## config.mk

```make
export PLATFORM = sky130hd
export DESIGN_NAME = pc_next_fetch
export DESIGN_NICKNAME = d
export VERILOG_FILES = /design/src/rtl/pc_next_fetch_pkg.sv /design/src/rtl/pc_next_fetch_next_pc_mux.sv /design/src/rtl/pc_next_fetch.sv
export SDC_FILE = /design/constraint.sdc
export NUM_CORES = 1
export LEC_CHECK = 0
export CORE_MARGIN = 8
export CORE_UTILIZATION = 35
export DETAILED_ROUTE_END_ITERATION = 7
export PLACE_DENSITY = 0.75
export SYNTH_ARGS = -nofsm -noshare
export SYNTH_HDL_FRONTEND = slang
export SYNTH_HIERARCHICAL = 1
export SYNTH_SLANG_ARGS = --single-unit
```

## constraint.sdc

```tcl
create_clock -name clk -period 8.1 [get_ports clk]
set_clock_uncertainty 0.05 [all_clocks]
set_input_delay 1.215 -clock clk [delete_from_list [all_inputs] [get_ports clk]]
set_output_delay 1.215 -clock clk [all_outputs]
set_load 0.03 [all_outputs]
```

## src/rtl/pc_next_fetch_pkg.sv

```systemverilog
// rtl/pc_next_fetch_pkg.sv - shared control codes for the PC/fetch stage
package pc_next_fetch_pkg;

    localparam logic [1:0] PC_SEQ = 2'b00;
    localparam logic [1:0] PC_BR  = 2'b01;
    localparam logic [1:0] PC_JMP = 2'b10;

    typedef enum logic [1:0] {
        IDLE  = 2'b00,
        FETCH = 2'b01,
        EXEC  = 2'b10,
        TRAP  = 2'b11
    } fetch_state_t;

    localparam logic [31:0] DEFAULT_RESET_PC = 32'h0000_0000;
    localparam logic [31:0] DEFAULT_TRAP_VEC = 32'h0000_0100;

endpackage

```

## src/rtl/pc_next_fetch_next_pc_mux.sv

```systemverilog
// rtl/pc_next_fetch_next_pc_mux.sv - next-PC selection and misalignment flag
module pc_next_fetch_next_pc_mux
    import pc_next_fetch_pkg::*;
#(
    parameter int WIDTH = 32
) (
    input  logic [1:0]       pc_sel,
    input  logic [WIDTH-1:0] pc_plus_4,
    input  logic [WIDTH-1:0] branch_target,
    input  logic [WIDTH-1:0] jump_target,
    output logic [WIDTH-1:0] next_pc,
    output logic             misaligned
);

    always_comb begin
        next_pc = pc_plus_4;
        case (pc_sel)
            PC_BR:   next_pc = branch_target;
            PC_JMP:  next_pc = jump_target;
            default: next_pc = pc_plus_4;
        endcase
    end

    // No compressed ISA: any target not on a 4-byte boundary is a fault
    assign misaligned = |next_pc[1:0];

endmodule

```

## src/rtl/pc_next_fetch.sv

```systemverilog
// rtl/pc_next_fetch.sv - PC register, fetch sequencer, trap redirect and retire counter
module pc_next_fetch
    import pc_next_fetch_pkg::*;
#(
    parameter int               WIDTH    = 32,
    parameter logic [WIDTH-1:0] RESET_PC = WIDTH'(DEFAULT_RESET_PC),
    parameter logic [WIDTH-1:0] TRAP_VEC = WIDTH'(DEFAULT_TRAP_VEC)
) (
    input  logic             clk,
    input  logic             rst,
    input  logic [1:0]       PCSel,
    input  logic [WIDTH-1:0] BranchTarget,
    input  logic [WIDTH-1:0] JumpTarget,
    input  logic             Stall,
    output logic             imem_req,
    output logic [WIDTH-1:0] imem_addr,
    input  logic             imem_ack,
    output logic [WIDTH-1:0] PC,
    output logic [WIDTH-1:0] PC_Plus_4,
    output logic             InstrValid,
    output logic             MisalignTrap,
    output logic [WIDTH-1:0] TrapEPC,
    output logic [WIDTH-1:0] TrapTVal,
    output logic [WIDTH-1:0] InstRet
);

    fetch_state_t     state_q, state_d;
    logic [WIDTH-1:0] pc_q, pc_d;
    logic [WIDTH-1:0] instret_q, instret_d;
    logic [WIDTH-1:0] trap_epc_q, trap_epc_d;
    logic [WIDTH-1:0] trap_tval_q, trap_tval_d;
    logic [WIDTH-1:0] next_pc;
    logic             next_misaligned;

    assign PC_Plus_4 = pc_q + WIDTH'(4);

    pc_next_fetch_next_pc_mux #(.WIDTH(WIDTH)) u_next_pc_mux (
        .pc_sel        (PCSel),
        .pc_plus_4     (PC_Plus_4),
        .branch_target (BranchTarget),
        .jump_target   (JumpTarget),
        .next_pc       (next_pc),
        .misaligned    (next_misaligned)
    );

    always_comb begin
        state_d      = state_q;
        pc_d         = pc_q;
        instret_d    = instret_q;
        trap_epc_d   = trap_epc_q;
        trap_tval_d  = trap_tval_q;
        imem_req     = 1'b0;
        InstrValid   = 1'b0;
        MisalignTrap = 1'b0;
        case (state_q)
            IDLE: state_d = FETCH;
            FETCH: begin
                imem_req = 1'b1;
                if (imem_ack) state_d = EXEC;
            end
            EXEC: begin
                InstrValid = 1'b1;
                if (!Stall) begin
                    if (next_misaligned) begin
                        state_d     = TRAP;
                        trap_epc_d  = pc_q;
                        trap_tval_d = next_pc;
                    end else begin
                        state_d   = FETCH;
                        pc_d      = next_pc;
                        instret_d = instret_q + WIDTH'(1);
                    end
                end
            end
            TRAP: begin
                MisalignTrap = 1'b1;
                pc_d         = TRAP_VEC;
                state_d      = FETCH;
            end
            default: state_d = IDLE;
        endcase
    end

    // Outputs decode from state, so an async reset clears them without a clock edge
    always_ff @(posedge clk or posedge rst) begin
        if (rst) begin
            state_q     <= IDLE;
            pc_q        <= RESET_PC;
            instret_q   <= '0;
            trap_epc_q  <= '0;
            trap_tval_q <= '0;
        end else begin
            state_q     <= state_d;
            pc_q        <= pc_d;
            instret_q   <= instret_d;
            trap_epc_q  <= trap_epc_d;
            trap_tval_q <= trap_tval_d;
        end
    end

    assign PC        = pc_q;
    assign imem_addr = pc_q;
    assign InstRet   = instret_q;
    assign TrapEPC   = trap_epc_q;
    assign TrapTVal  = trap_tval_q;

endmodule

```

## Yosys cells after proc, flatten, opt, wreduce, memory -nomap -nowiden

Index checks and enable logic that the tools add are counted.

- Output and inout port bits: 195
- Bits in latches: 0
- ROM bits: 0
- Flip-flop bits (word level): 130
- Word-level logic and storage cells: 36
- Bits in writable memories: 0
- Input port bits: 70
- Memories: 0

- Reduce and logical (&&, ||, !) cells: 8
- Order comparisons: 0
- Shifts and indexed selects: 0
- Equal/unequal tests: 8
- Add/subtract/negate cells: 2
- Multiplexer cells: 11
- Multipliers: 0
- Divide/modulo/power cells: 0
- Bitwise logic cells: 2

Operator list:

| cell | count |
|---|---|
| 32-bit case mux with 2 select lines | 2 |
| 32-bit 2-to-1 mux | 2 |
| 32-bit by 1-bit adder with 32-bit output (second input constant) | 1 |
| 32-bit by 3-bit adder with 32-bit output (second input constant) | 1 |
| 3-bit AND reduction | 3 |
| 2-bit == test (second input constant) | 3 |
| 2-bit 2-to-1 mux | 3 |
| 2-bit != test (second input constant) | 3 |
| 2-bit case mux with 3 select lines | 1 |
| 2-bit by 1-bit == test with 1-bit output (second input constant) | 2 |
| 2-bit OR reduction | 2 |
| 1-bit 2-to-1 mux | 3 |
| 2-bit logical NOT | 1 |
| 1-bit NOT | 2 |
| 2-bit AND reduction | 1 |
| 2-bit nonzero test | 1 |

## Depth between registers and ports, before layout

- Depth after elaboration: 6
- Mapped depth: 11
- Gate-level depth less buffers: 8

## Modules after synthesis

Netlist, hierarchy kept.

Modules (own cells, without submodules):

| module | times used | sequential area each (sq um) | area an instance (sq um) | cells each |
|---|---|---|---|---|
| pc_next_fetch | 1 | 3253.1 | 5888.1 | 481 |
| pc_next_fetch_next_pc_mux | 1 | 0.0 | 648.1 | 114 |

## Worst setup path after synthesis

Ideal clock, no wire load.

- Path type: input to register
- Start: in PCSel[0]
- End: reg instret_q[28] (netlist: InstRet[28])
- Arrival time: 3861 ps
- Cell stages on the path: 11
- Path slack: 4109 ps
- Setup time: 80 ps
- Path buffers: 3
- Data required time: 7970 ps
- Cells stage by stage: inv_1 > ha_1 > clkbuf_2 > a221oi_1 > o22ai_1 > or4b_1 > buf_2 > or4_4 > buf_6 > nor4_1 > xor2_1

- Longest elaborated chain between the ends: 5
- Elaborated cells on any way between the ends: 6
- Those cells by class: eq/ne: 2; mux: 1; bitwise: 1; reduce/logical: 2

RTL lines:

| item | RTL line | RTL |
|---|---|---|
| from (decl) | pc_next_fetch.sv:11 | `input logic [1:0] PCSel,` |
| 2-bit == test or 2-bit by 1-bit == test with 1-bit output (tied branches) | pc_next_fetch_next_pc_mux.sv:17 | `case (pc_sel)` |
| 32-bit case mux with 2 select lines (*) | pc_next_fetch_next_pc_mux.sv:17 |  |
| 2-bit OR reduction (*) | pc_next_fetch_next_pc_mux.sv:25 | `assign misaligned = \|next_pc[1:0];` |
| named net next_misaligned | pc_next_fetch.sv:33 | `logic next_misaligned;` |
| 1-bit NOT (no line) (*) | n/a |  |
| 3-bit AND reduction (no line) (*) | n/a |  |
| to (signal assigned) | pc_next_fetch.sv:95 | `instret_q <= instret_d;` |
| to (decl) | pc_next_fetch.sv:29 | `logic [WIDTH-1:0] instret_q, instret_d;` |

The timed path passes the listed nets; every way through them passes the cells marked *.
A chain may end at the register's enable or synchronous reset.

## Final worst setup path

- Start: in PCSel[0]
- End: reg trap_tval_q[1] (netlist: TrapTVal[1])

- Longest elaborated chain between the ends: 4
- Elaborated cells on any way between the ends: 5
- Those cells by class: eq/ne: 2; mux: 1; reduce/logical: 2

RTL lines:

| item | RTL line | RTL |
|---|---|---|
| 2-bit == test or 2-bit by 1-bit == test with 1-bit output (tied branches) | pc_next_fetch_next_pc_mux.sv:17 |  |
| 32-bit case mux with 2 select lines (*) | pc_next_fetch_next_pc_mux.sv:17 |  |
| 2-bit OR reduction (*) | pc_next_fetch_next_pc_mux.sv:25 |  |
| named net next_misaligned | pc_next_fetch.sv:33 |  |
| 3-bit AND reduction (no line) (*) | n/a |  |
| to (signal assigned) | pc_next_fetch.sv:97 | `trap_tval_q <= trap_tval_d;` |
| to (decl) | pc_next_fetch.sv:31 | `logic [WIDTH-1:0] trap_tval_q, trap_tval_d;` |

Marks and branches as above.

==> impl_metrics.env <==
export IMPL_cts_resized=0
export IMPL_rows=50
export IMPL_drtPass1Iterations=4
export IMPL_hpwlAfterDp_microns=15700
export IMPL_power_frac_comb=0.353
export IMPL_die_x_microns=153
export IMPL_synth_distinct_cells=33
export IMPL_tns_ns=0
export IMPL_synthFlopType="dfrtp_1"
export IMPL_synthesis_nets=669
export IMPL_max_slew_margin=0.281
export IMPL_hold_path_class="flip-flop to flip-flop"
export IMPL_final_cell_mix="clkdlybuf4s50_1, dfrtp_1, mux2_2"
export IMPL_max_freq_mhz=216
export IMPL_num_antenna_cells=0
export IMPL_drv_cap=0
export IMPL_tightest_slew_ns=1.08
export IMPL_clkPwrFrac=0.301
export IMPL_crit_type="primary input to flip-flop"
export IMPL_clkTransAtPathRegs_ns=0.06
export IMPL_num_vias=5497
export IMPL_drtIter0Drc=305
export IMPL_power_density_nw_per_um2=254
export IMPL_outcome="completed"
export IMPL_area_growth_pct=47.9
export IMPL_cp_required_ns=8.34
export IMPL_crit_path_end_kind="flip-flop"
export IMPL_cts_sinks=130
export IMPL_drive_above_1_share=0.121
export IMPL_cts_tree="done"
export IMPL_initial_core_util=0.353
export IMPL_seqPwrFrac=0.345
export IMPL_drt_wl_total_microns=21500
export IMPL_finalHoldViolations=0
export IMPL_drc=0
export IMPL_clkLatencyLatePin_ns=0.41
export IMPL_core_area_sq_um=18500
export IMPL_post_cts_buffers=0
export IMPL_rsz0062_at_grt="no"
export IMPL_arrival_ns=4.87
export IMPL_ys_ff_latch=130
export IMPL_critPathLaunchType="primary input"
export IMPL_syn_avg_cell_area_sq_um=11.0
export IMPL_power_leakage_nw=4.12
export IMPL_cts_htree_levels=4
export IMPL_path_max_fanout=36
export IMPL_grt_pass1_vias=5882
export IMPL_net_switching_power_mw=0.865
export IMPL_ir_drop_v=0.000147
export IMPL_fin_crit_sh=0.572
export IMPL_layout_commonest_cell="clkdlybuf4s50_1"
export IMPL_r2r_start="PC[1]"
export IMPL_die_height_microns=153
export IMPL_layout_min_cycle_time_ns=4.63
export IMPL_synthCells=595
export IMPL_antenna_found_initial=0
export IMPL_cp_startpoint="PCSel[0]"
export IMPL_cts_made_buffers=17
export IMPL_port_buffers=264
export IMPL_slew_violations=0
export IMPL_ant_nets=0
export IMPL_yosysTopAreaCell="dfrtp_1"
export IMPL_wl_per_cell_microns=20.3
export IMPL_gp_congestion=0.797
export IMPL_p_int_mw=1.60
export IMPL_vias_per_cell=5.19
export IMPL_setup_viol=0
export IMPL_clockBufferDepth=2
export IMPL_synthArstFlopShare=1.00
export IMPL_p_total_mw=2.46
export IMPL_layout_nets=889
export IMPL_grt_pass1_wl_microns=34000
export IMPL_grt_overflow=0
export IMPL_grtUsageTotal=0.184
export IMPL_hold_path_startpoint="InstRet[31]"
export IMPL_yosys_top_cells_area="dfrtp_1, mux2_2, a22o_1"
export IMPL_clockRootBuffer="clkbuf_16"
export IMPL_synth_top_area_frac=0.498
export IMPL_synth_edf_count=0
export IMPL_ctsHoldBuffers=0
export IMPL_grt_max_degree=74
export IMPL_die_area_sq_um=23300
export IMPL_ios=265
export IMPL_n_fill_cell=1674
export IMPL_seq_area_frac_synth=0.498
export IMPL_netlist_area_sq_um=6540
export IMPL_yosys_warnings=6
export IMPL_swShare=0.352
flip-flops by register name (all words and copies together) (netlist names):
| signal | count |
|---|---|
| TrapTVal | 32 |
| TrapEPC | 32 |
| InstRet | 32 |
| PC | 32 |
| state_q | 2 |
cell usage after synthesis (7+ instances only):
master    count
nand4_1      20
xnor2_1      31
mux2_2       64
o21ai_1      31
and3_1        7
buf_2        10
nor4_1        9
nor2_1       15
nor3_1       13
nand2_1      57
xor2_1       28
a22oi_1      31
clkbuf_1     17
nand3_1      20
inv_1        10
buf_4        34
a22o_1       31
and4_1       10
dfrtp_1     130
final timing paths:
check	slack [ns]	to	cells after the start
max	3.47	TrapTVal[1]	9
min	0.43	InstRet[31]	1
max reg2reg	5.11	InstRet[29]	6
max in group asynchronous	5.44	PC[8]	3
min reg2reg	0.43	InstRet[31]	1
min in group asynchronous	1.17	InstRet[29]	2
critical path: stages:
cell and delay (ns):
clkdlybuf4s50_1 0.43, inv_1 0.07, ha_2 0.65, a221oi_1 0.24, o22ai_1 0.31, nand2_1 0.17, nor2_4 0.83, buf_4 0.51
mux2_2 0.39
through the flow:
step	hold slack [ns]	cell area (sq um)	worst slack, ns	std cells	util
floorplan	0.604	6540	3.37	595	-
global placement	0.423	9110	3.08	1030	0.492
detailed placement	0.419	9110	2.98	1030	0.492
CTS	0.435	9670	3.42	1060	0.522
global route	0.464	9670	3.25	1060	0.522
finish	0.434	9670	3.47	1060	0.522
final cells by class:
type                    count  area, sq um  share of cell area
clock inverters             5         77.6             0.00802
inverters                  10         42.5             0.00440
well taps                 234          293              0.0303
repair buffers            268         2670               0.276
flip-flops and latches    130         3250               0.336
clock buffers              25          485              0.0502
multi-input cells         388         2850               0.294
power by group through the flow:
stage               logic [mW]  clock network [mW]  registers [mW]
floorplan                0.300                   0            1.04
global placement         0.872                   0           0.857
detailed placement       0.877                   0           0.861
CTS                      0.879               0.759           0.851
global route             0.915               0.785           0.868
finish                   0.869               0.741           0.850
logic make-up (layout without fill, tap and decap cells):
group | count (synthesis) | count (layout) | share of synthesized area
AND/OR/NAND/NOR | 164 | 164 | 0.130
flip-flops | 130 | 130 | 0.498
AO/OA/AOI/OAI | 97 | 97 | 0.105
buffers and inverters | 77 | 308 | 0.0704
multiplexers | 64 | 64 | 0.110
XOR/XNOR | 59 | 59 | 0.0791
adder cells (fa/ha/maj) | 4 | 4 | 0.00766
layer usage:
layer | track usage | part of all wire
met1 | 0.221 | 0.42
met2 | 0.292 | 0.46
met3 | 0.0777 | 0.099
met4 | 0.0570 | 0.015
met5 | 0 | 0
Note: power is estimated with default switching activity, not from simulation.
